### src/rtl/seq_det_pkg.sv
// Shared types and helpers for the programmable serial pattern detector.
// Holds the FSM state encoding, the cfg_len width derivation and the masked compare.
package seq_det_pkg;

  typedef enum logic [1:0] {
    IDLE = 2'd0,
    SCAN = 2'd1,
    HIT  = 2'd2
  } state_t;

  // Widest pattern the masked compare can handle.
  localparam int CMP_W = 64;

  function automatic int len_width(input int max_len);
    return $clog2(max_len + 1);
  endfunction

  // True when the low 'len' bits of a and b are equal.
  function automatic logic masked_eq(input logic [CMP_W-1:0] a,
                                     input logic [CMP_W-1:0] b,
                                     input int               len);
    logic [CMP_W-1:0] mask;
    mask = (len >= CMP_W) ? '1 : ((CMP_W'(1) << len) - CMP_W'(1));
    return ((a ^ b) & mask) == '0;
  endfunction

endpackage

### src/rtl/seq_match_counter.sv
// Saturating match counter; clear and increment in the same cycle yields 1.
module seq_match_counter #(
  parameter int CNT_W = 8
) (
  input  logic             clk,
  input  logic             rst_n,
  input  logic             clr,
  input  logic             inc,
  output logic [CNT_W-1:0] count
);

  logic [CNT_W-1:0] count_reg;

  always_ff @(posedge clk or negedge rst_n) begin
    if (!rst_n) begin
      count_reg <= '0;
    end else if (clr) begin
      count_reg <= inc ? CNT_W'(1) : '0;
    end else if (inc && (count_reg != '1)) begin
      count_reg <= count_reg + CNT_W'(1);
    end
  end

  assign count = count_reg;

endmodule

### src/rtl/seq_detector_prog.sv
// Runtime-programmable serial pattern detector (Moore), overlapping or not,
// with valid-qualified input and a saturating match counter.
module seq_detector_prog
  import seq_det_pkg::*;
#(
  parameter int MAX_LEN = 8,
  parameter int CNT_W   = 8,
  parameter int LEN_W   = len_width(MAX_LEN)
) (
  input  logic               clk,
  input  logic               rst_n,
  input  logic               cfg_load,
  input  logic [MAX_LEN-1:0] cfg_pattern,
  input  logic [LEN_W-1:0]   cfg_len,
  input  logic               cfg_overlap,
  input  logic               in_valid,
  input  logic               in,
  input  logic               cnt_clr,
  output logic               detect,
  output logic [CNT_W-1:0]   match_count,
  output logic               armed
);

  state_t             state_reg, state_next;
  logic [MAX_LEN-1:0] pattern_reg;
  logic [LEN_W-1:0]   len_reg;
  logic               overlap_reg;
  logic [MAX_LEN-1:0] hist_reg, hist_next;
  logic [LEN_W-1:0]   fill_reg, fill_next;
  logic [MAX_LEN-1:0] shifted;
  logic [LEN_W-1:0]   fill_sat;
  logic               fill_full;
  logic               cfg_ok;
  logic               match;

  assign cfg_ok    = (cfg_len != '0) && (int'(cfg_len) <= MAX_LEN);
  assign shifted   = {hist_reg[MAX_LEN-2:0], in};
  // fill_full: after this bit at least len bits have arrived since the last restart.
  assign fill_full = (int'(fill_reg) + 1) >= int'(len_reg);
  assign fill_sat  = fill_full ? len_reg : fill_reg + LEN_W'(1);

  always_ff @(posedge clk or negedge rst_n) begin
    if (!rst_n) begin
      state_reg <= IDLE;
    end else begin
      state_reg <= state_next;
    end
  end

  always_comb begin
    state_next = state_reg;
    hist_next  = hist_reg;
    fill_next  = fill_reg;
    match      = 1'b0;
    if (cfg_load) begin
      hist_next  = '0;
      fill_next  = '0;
      state_next = cfg_ok ? SCAN : IDLE;
    end else if (state_reg != IDLE) begin
      if (in_valid) begin
        hist_next  = shifted;
        match      = fill_full &&
                     masked_eq(CMP_W'(shifted), CMP_W'(pattern_reg), int'(len_reg));
        // Non-overlap restarts the fill so no completed bit is reused.
        fill_next  = (match && !overlap_reg) ? '0 : fill_sat;
        state_next = match ? HIT : SCAN;
      end else if (state_reg == HIT) begin
        state_next = SCAN;
      end
    end
  end

  always_ff @(posedge clk or negedge rst_n) begin
    if (!rst_n) begin
      pattern_reg <= '0;
      len_reg     <= '0;
      overlap_reg <= 1'b0;
      hist_reg    <= '0;
      fill_reg    <= '0;
    end else begin
      if (cfg_load) begin
        pattern_reg <= cfg_pattern;
        len_reg     <= cfg_len;
        overlap_reg <= cfg_overlap;
      end
      hist_reg <= hist_next;
      fill_reg <= fill_next;
    end
  end

  seq_match_counter #(
    .CNT_W(CNT_W)
  ) u_counter (
    .clk   (clk),
    .rst_n (rst_n),
    .clr   (cnt_clr),
    .inc   (match),
    .count (match_count)
  );

  assign detect = (state_reg == HIT);
  assign armed  = (state_reg != IDLE);

endmodule

### config.mk
export PLATFORM = sky130hd
export DESIGN_NAME = seq_detector_prog
export DESIGN_NICKNAME = d
export VERILOG_FILES = /design/src/rtl/seq_det_pkg.sv /design/src/rtl/seq_match_counter.sv /design/src/rtl/seq_detector_prog.sv
export SDC_FILE = /design/constraint.sdc
export NUM_CORES = 1
export LEC_CHECK = 0
export ABC_CLOCK_PERIOD_IN_PS = 3050
export BUFFER_PORTS_ARGS = -buffer_cell sky130_fd_sc_hd__buf_2
export CAP_MARGIN = 20
export CORE_AREA = 2 2 63 65
export DETAILED_ROUTE_END_ITERATION = 8
export DIE_AREA = 0 0 65 67
export GPL_TIMING_DRIVEN = 1
export PLACE_DENSITY = 0.75
export SYNTH_ARGS = -nofsm -noshare
export SYNTH_HDL_FRONTEND = slang
export SYNTH_SLANG_ARGS = --single-unit
### constraint.sdc
create_clock -name clk -period 3.05 [get_ports clk]
set_clock_uncertainty 0.05 [all_clocks]
set_input_delay 0.1525 -clock clk [delete_from_list [all_inputs] [get_ports clk]]
set_output_delay 0.1525 -clock clk [all_outputs]
set_load 0.02 [all_outputs]
After elaboration in Yosys (flattened, before gate mapping)
Index checks and enable logic that the tools add are counted.

Register bits after elaboration: 34. Bits of input ports: 19. Output and inout bits: 10. Word-level logic and storage cells: 52.

Add/subtract/negate cells: 4. $lt $le $gt $ge: 2. Eq/ne operators: 2. Shift operators: 1. Muxes and demuxes: 20. Bitwise operators: 2. Reduce and logical (&&, ||, !) cells: 14.

Operators with widths (count): AND 8 x 64 -> 64 bit (1); logical NOT 64 bit (1); left shift 1 x 4 -> 64 bit (first input constant) (1); subtractor 64 x 1 -> 64 bit (second input constant) (1); 2-to-1 mux 7 bit (3); 2-to-1 mux 4 bit (5); 2-to-1 mux 8 bit (2); 2-to-1 mux 2 bit (5); adder 8 x 1 -> 8 bit (second input constant) (1); != test 8 bit (second input constant) (1); nonzero test 2 bit (4); XOR 8 bit (1); adder 4 x 1 -> 5 bit (second input constant) (1); >= comparator 5 x 4 -> 1 bit (1); 2-to-1 mux 1 bit (5); adder 4 x 1 -> 4 bit (second input constant) (1); <= comparator 4 bit (second input constant) (1); logical AND 1 bit (4); AND reduction 2 bit (2); nonzero test 4 bit (1); nonzero test 3 bit (1); == test 2 bit (second input constant) (1); logical NOT 1 bit (1).

Logic depth before layout (Yosys ltp)
Depth in word-level cells: 11. Depth in mapped cells: 11. Gate-level depth less buffers: 9.

Modules after synthesis
Synthesis repeated with hierarchy kept, for this count alone.

Cells, all modules: 174. Area, all modules: 1865.5 um^2.

By module, submodules not included: seq_detector_prog (instances 1, cells each 127, area each 1392.6 um^2, sequential area each 650.6 um^2); seq_match_counter (instances 1, cells each 47, area each 473.0 um^2, sequential area each 200.2 um^2).

Least setup slack after synthesis
OpenSTA, ideal clock, no wires.

Kind: register to register. Start: register len_reg[0]. End: register u_counter.count_reg[6] (netlist: u_counter.count[6]). Library setup time: 0.078 ns. Arrival: 2.671 ns. Data required time: 2.922 ns. Path slack: 0.251 ns. Stages on the path, launching flop included: 11. Period minus slack after synthesis: 2.799 ns. Cell sequence: dfrtp_1 buf_2 or4_4 ha_1 and2_1 o211ai_1 a21o_1 nand4_1 clkbuf_1 or4_1 a21oi_1.

Cells in the longest elaborated chain, start to end: 10. Elaborated cells on any way between the ends: 11.

Ends and longest elaborated chain: start, declared (line seq_detector_prog.sv:26) `logic [LEN_W-1:0] len_reg;`; start signal, assigned (line seq_detector_prog.sv:83) `len_reg <= cfg_len;`; left shift 1 x 4 -> 64 bit (line seq_det_pkg.sv:23) `mask = (len >= CMP_W) ? '1 : ((CMP_W'(1) << len) - CMP_W'(1));`; subtractor 64 x 1 -> 64 bit (line seq_det_pkg.sv:23); AND 8 x 64 -> 64 bit (line seq_det_pkg.sv:24) `return ((a ^ b) & mask) == '0;`; logical NOT 64 bit (line seq_det_pkg.sv:24); logical AND 1 bit (*) (line seq_detector_prog.sv:62) `match = fill_full &&`; 2-to-1 mux 1 bit (*) (line seq_detector_prog.sv:60) `if (in_valid) begin`; 2-to-1 mux 1 bit (*) (line seq_detector_prog.sv:59) `end else if (state_reg != IDLE) begin`; 2-to-1 mux 1 bit (*) (line seq_detector_prog.sv:55) `if (cfg_load) begin`; logical AND 1 bit (*) (line seq_match_counter.sv:19) `end else if (inc && (count_reg != '1)) begin`; nonzero test 2 bit (no source line) (*); end signal, assigned (line seq_match_counter.sv:18) `count_reg <= inc ? CNT_W'(1) : '0;`; end signal, assigned (line seq_match_counter.sv:20) `count_reg <= count_reg + CNT_W'(1);`; end, declared (line seq_match_counter.sv:12) `logic [CNT_W-1:0] count_reg;`.

Mark *: on every way between the ends. The rest lies on a longest branch, timed or not. A chain may end at the register's enable or synchronous reset.

Worst setup path in the final report
Start: register len_reg[1]. End: register u_counter.count_reg[5] (netlist: u_counter.count[5]).

The elaborated chain is that of the path after synthesis.

==> reports/results.ini <==
[outcome]
status = finished clean

[global_route]
antenna_violations_before_repair = 0
grt_first_pass_wirelength_um = 7290
global_route_usage_over_all_layers_pct = 22.4
grt_overflow_total = 0
vias_in_the_first_global_route = 1582
pin_count_of_the_biggest_net_entering_global_routing = 35

[setup_path]
critical_path.cell_chain = or4_4, ha_1, and2_1, o211ai_1, a21o_1, nand4_1, buf_4, or4_1, a21oi_1
path_class = flip-flop to flip-flop
critPathArrivalTime_ns = 2.97
timing.critical_path.to_type = flip-flop
worst-endpoint-required_ns = 3.21
cpPeakStageDelay_ns = 0.55
path_max_fanout = 8
worst-r2r-cell-count = 9
worst_setup_path_start_kind = flip-flop
cp_slowest_cell = sky130_fd_sc_hd__or4_4

[clock_tree]
worst_setup_hold_path_clk_slew_ns = 0.07
cts_buffers = 5
clockBufferDepth = 2
root_buffer = sky130_fd_sc_hd__clkbuf_8
clock_insertion_delay_worst_skew_ns = 0.29
clock-sinks = 34
tritoncts_clock_tree = done
ctsHtreeMaxLevel = 2

[timing]
max_slew_margin_pct = 35.3
setup_ws_ns = 0.244
period_share_pct = 92.0
period_needed_ns = 2.81
rsz0062_at_grt = no
highest_clock_rate_mhz = 356
finalSetupViolCount = 0
finalSetupTns_ns = 0
report.final.slew_viol_count = 0
hold_viol = 0
worst_pin_slew_ns = 0.970

[synth]
synth.net_count = 208
avgSynthCellArea_um2 = 10.4
ys_types = 45
synthesis.instances = 182
syn_area_um2 = 1890
synth_sequential_area_ratio_pct = 45.0
synth-edff-count = 0
postSynth.asyncResetShare_pct = 100
synth-main-ff-cell = sky130_fd_sc_hd__dfrtp_1
synth-seq-cells = 34
synth_warnings = 0

[cells_and_area]
insertedDiodeCount = 0
mostFrequentLayoutCell = sky130_fd_sc_hd__dfrtp_1
synthToLayoutAreaGrowth_pct = 18.0
final_cell_mix = sky130_fd_sc_hd__dfrtp_1, sky130_fd_sc_hd__buf_2, sky130_fd_sc_hd__a21oi_1, sky130_fd_sc_hd__mux2_2
final_layout_size_suffix_gt1_share_pct = 28.9
final_net_count = 243
finish.utilization_pct = 61.8

[place]
pre_cts_slack_ns = 0.108
numPortBuffers = 28
detailedPlacementHpwl_um = 3120
routability_cong = 0.793

[min_path]
timing.hold.worst_path_depth = 3
hp-class = input port to flip-flop

[floorplan]
initial_utilization_pct = 52.4
die-area_um2 = 4360
floorplan.rows = 22
floorplan.io_pins = 29
die-width_um = 65
die_h_um = 67
core_area_um2 = 3610

[routing]
drt_pass1_iterations = 4
drt-initial-drc-count = 60
drcViolationCount = 0
detail_route.wirelength_um = 4240
detail_route.vias_per_cell = 5.95
vias = 1583
final_antenna_net_count = 0
routedWlPerCell_um = 15.9

[pwr]
pwr_density_cell_nw_per_um2 = 513
clkPwrFrac_pct = 33.9
comb_power_share_pct = 22.1
swShare_pct = 28.3
sequential_cell_fraction_of_total_power_pct = 44.0
cell_internal_pwr_mw = 0.820
leakage_dissipation_nw = 0.999
vdd.ir_drop.worst_v = 0.000364
switching_power_mw = 0.323

[run]
number_of_max_capacitance_violations_reported = 0

## through the flow
stage	hold slack [ns]	total power, mW	area [um2]	instances
3_5_place_dp	0.209	0.760	2090	255
2_1_floorplan	-0.193	0.677	1890	182
4_1_cts	0.0348	1.15	2210	264
6_report	0.0381	1.14	2230	266
5_1_grt	0.0355	1.21	2230	266
3_3_place_gp	0.202	0.744	2090	255
## worst max-delay path: cells and delay by family, from the launching register on
kind	cells	cell delay [ns]
buffers and inverters	1	0.19
and+or+nand+nor	4	1.30
adders and majority gates	1	0.30
AOI/OAI and AO/OA	3	0.49
DFF	1	0.39
## metal layers
metal	vias to the layer above	share of wire, %	GRT usage, %
li1	752	-	-
met1	782	46	28.4
met5	-	0	0
met3	8	5.3	4.90
met2	41	46	36.3
met4	0	2.1	10.9
## layout make-up
class	count	area [um2]
fillers	305	1380
multi-input cells	131	965
flip-flops and latches	34	851
repair buffers	38	218
clock buffers	8	110
well taps	48	60.1
inverters	7	26.3
## final timing paths
check                            start            endpoint  slack (ns)
setup / recovery            len_reg[1]  u_counter.count[5]        0.24
hold / removal              cfg_len[2]          len_reg[2]        0.04
setup reg to reg            len_reg[1]  u_counter.count[5]        0.24
hold reg to reg            fill_reg[1]         fill_reg[1]        0.48
max in group asynchronous        rst_n         overlap_reg        2.07
min in group asynchronous        rst_n        state_reg[0]        0.41
## power by group through the flow
stage | Combinational [mW] | Sequential, mW | Clock [mW]
2_1_floorplan | 0.171 | 0.506 | 0
3_3_place_gp | 0.235 | 0.509 | 0
6_report | 0.252 | 0.503 | 0.387
4_1_cts | 0.250 | 0.503 | 0.397
5_1_grt | 0.284 | 0.507 | 0.417
3_5_place_dp | 0.249 | 0.512 | 0
## synthesized netlist by cell type (2+ instances only)
library cell | number | area [um2]
sky130_fd_sc_hd__or4_1 | 4 | 30.0
sky130_fd_sc_hd__buf_2 | 2 | 10.0
sky130_fd_sc_hd__mux2_2 | 12 | 135
sky130_fd_sc_hd__inv_1 | 7 | 26.3
sky130_fd_sc_hd__nor4_1 | 3 | 18.8
sky130_fd_sc_hd__nand3_1 | 6 | 30.0
sky130_fd_sc_hd__nor2_1 | 7 | 26.3
sky130_fd_sc_hd__nor2b_1 | 2 | 12.5
sky130_fd_sc_hd__o21ai_0 | 10 | 50.1
sky130_fd_sc_hd__buf_1 | 2 | 7.51
sky130_fd_sc_hd__nand2_1 | 10 | 37.5
sky130_fd_sc_hd__o32ai_1 | 2 | 17.5
sky130_fd_sc_hd__a21oi_1 | 13 | 65.1
sky130_fd_sc_hd__o31ai_1 | 4 | 30.0
sky130_fd_sc_hd__xnor2_1 | 6 | 52.6
sky130_fd_sc_hd__ha_1 | 7 | 87.6
sky130_fd_sc_hd__a22o_1 | 7 | 61.3
sky130_fd_sc_hd__nor3_1 | 2 | 10.0
sky130_fd_sc_hd__a32o_1 | 4 | 40.0
sky130_fd_sc_hd__nand2b_1 | 2 | 12.5
sky130_fd_sc_hd__xor2_1 | 6 | 52.6
sky130_fd_sc_hd__dfrtp_1 | 34 | 851
sky130_fd_sc_hd__nand4_1 | 2 | 12.5
sky130_fd_sc_hd__a211oi_1 | 2 | 15.0
sky130_fd_sc_hd__or3_1 | 2 | 12.5
sky130_fd_sc_hd__clkbuf_1 | 5 | 18.8
## cells by family after synthesis
| logic type | share of synthesized area, % |
|---|---|
| flops | 45.0 |
| compound gates | 19.3 |
| xor+xnor | 5.56 |
| simple gates | 14.4 |
| buf+inv | 3.91 |
| mux | 7.15 |
| fa+ha+maj | 4.64 |
## what timing repair did
action | in CTS | in global routing
hold endpoints to repair | 34 | 0
setup endpoints to repair | 0 | 6
buffers inserted | 0 | 2
hold buffers | 1 | 0
gates resized for setup | 0 | 0
No activity file was read; power rests on OpenSTA's default activity.
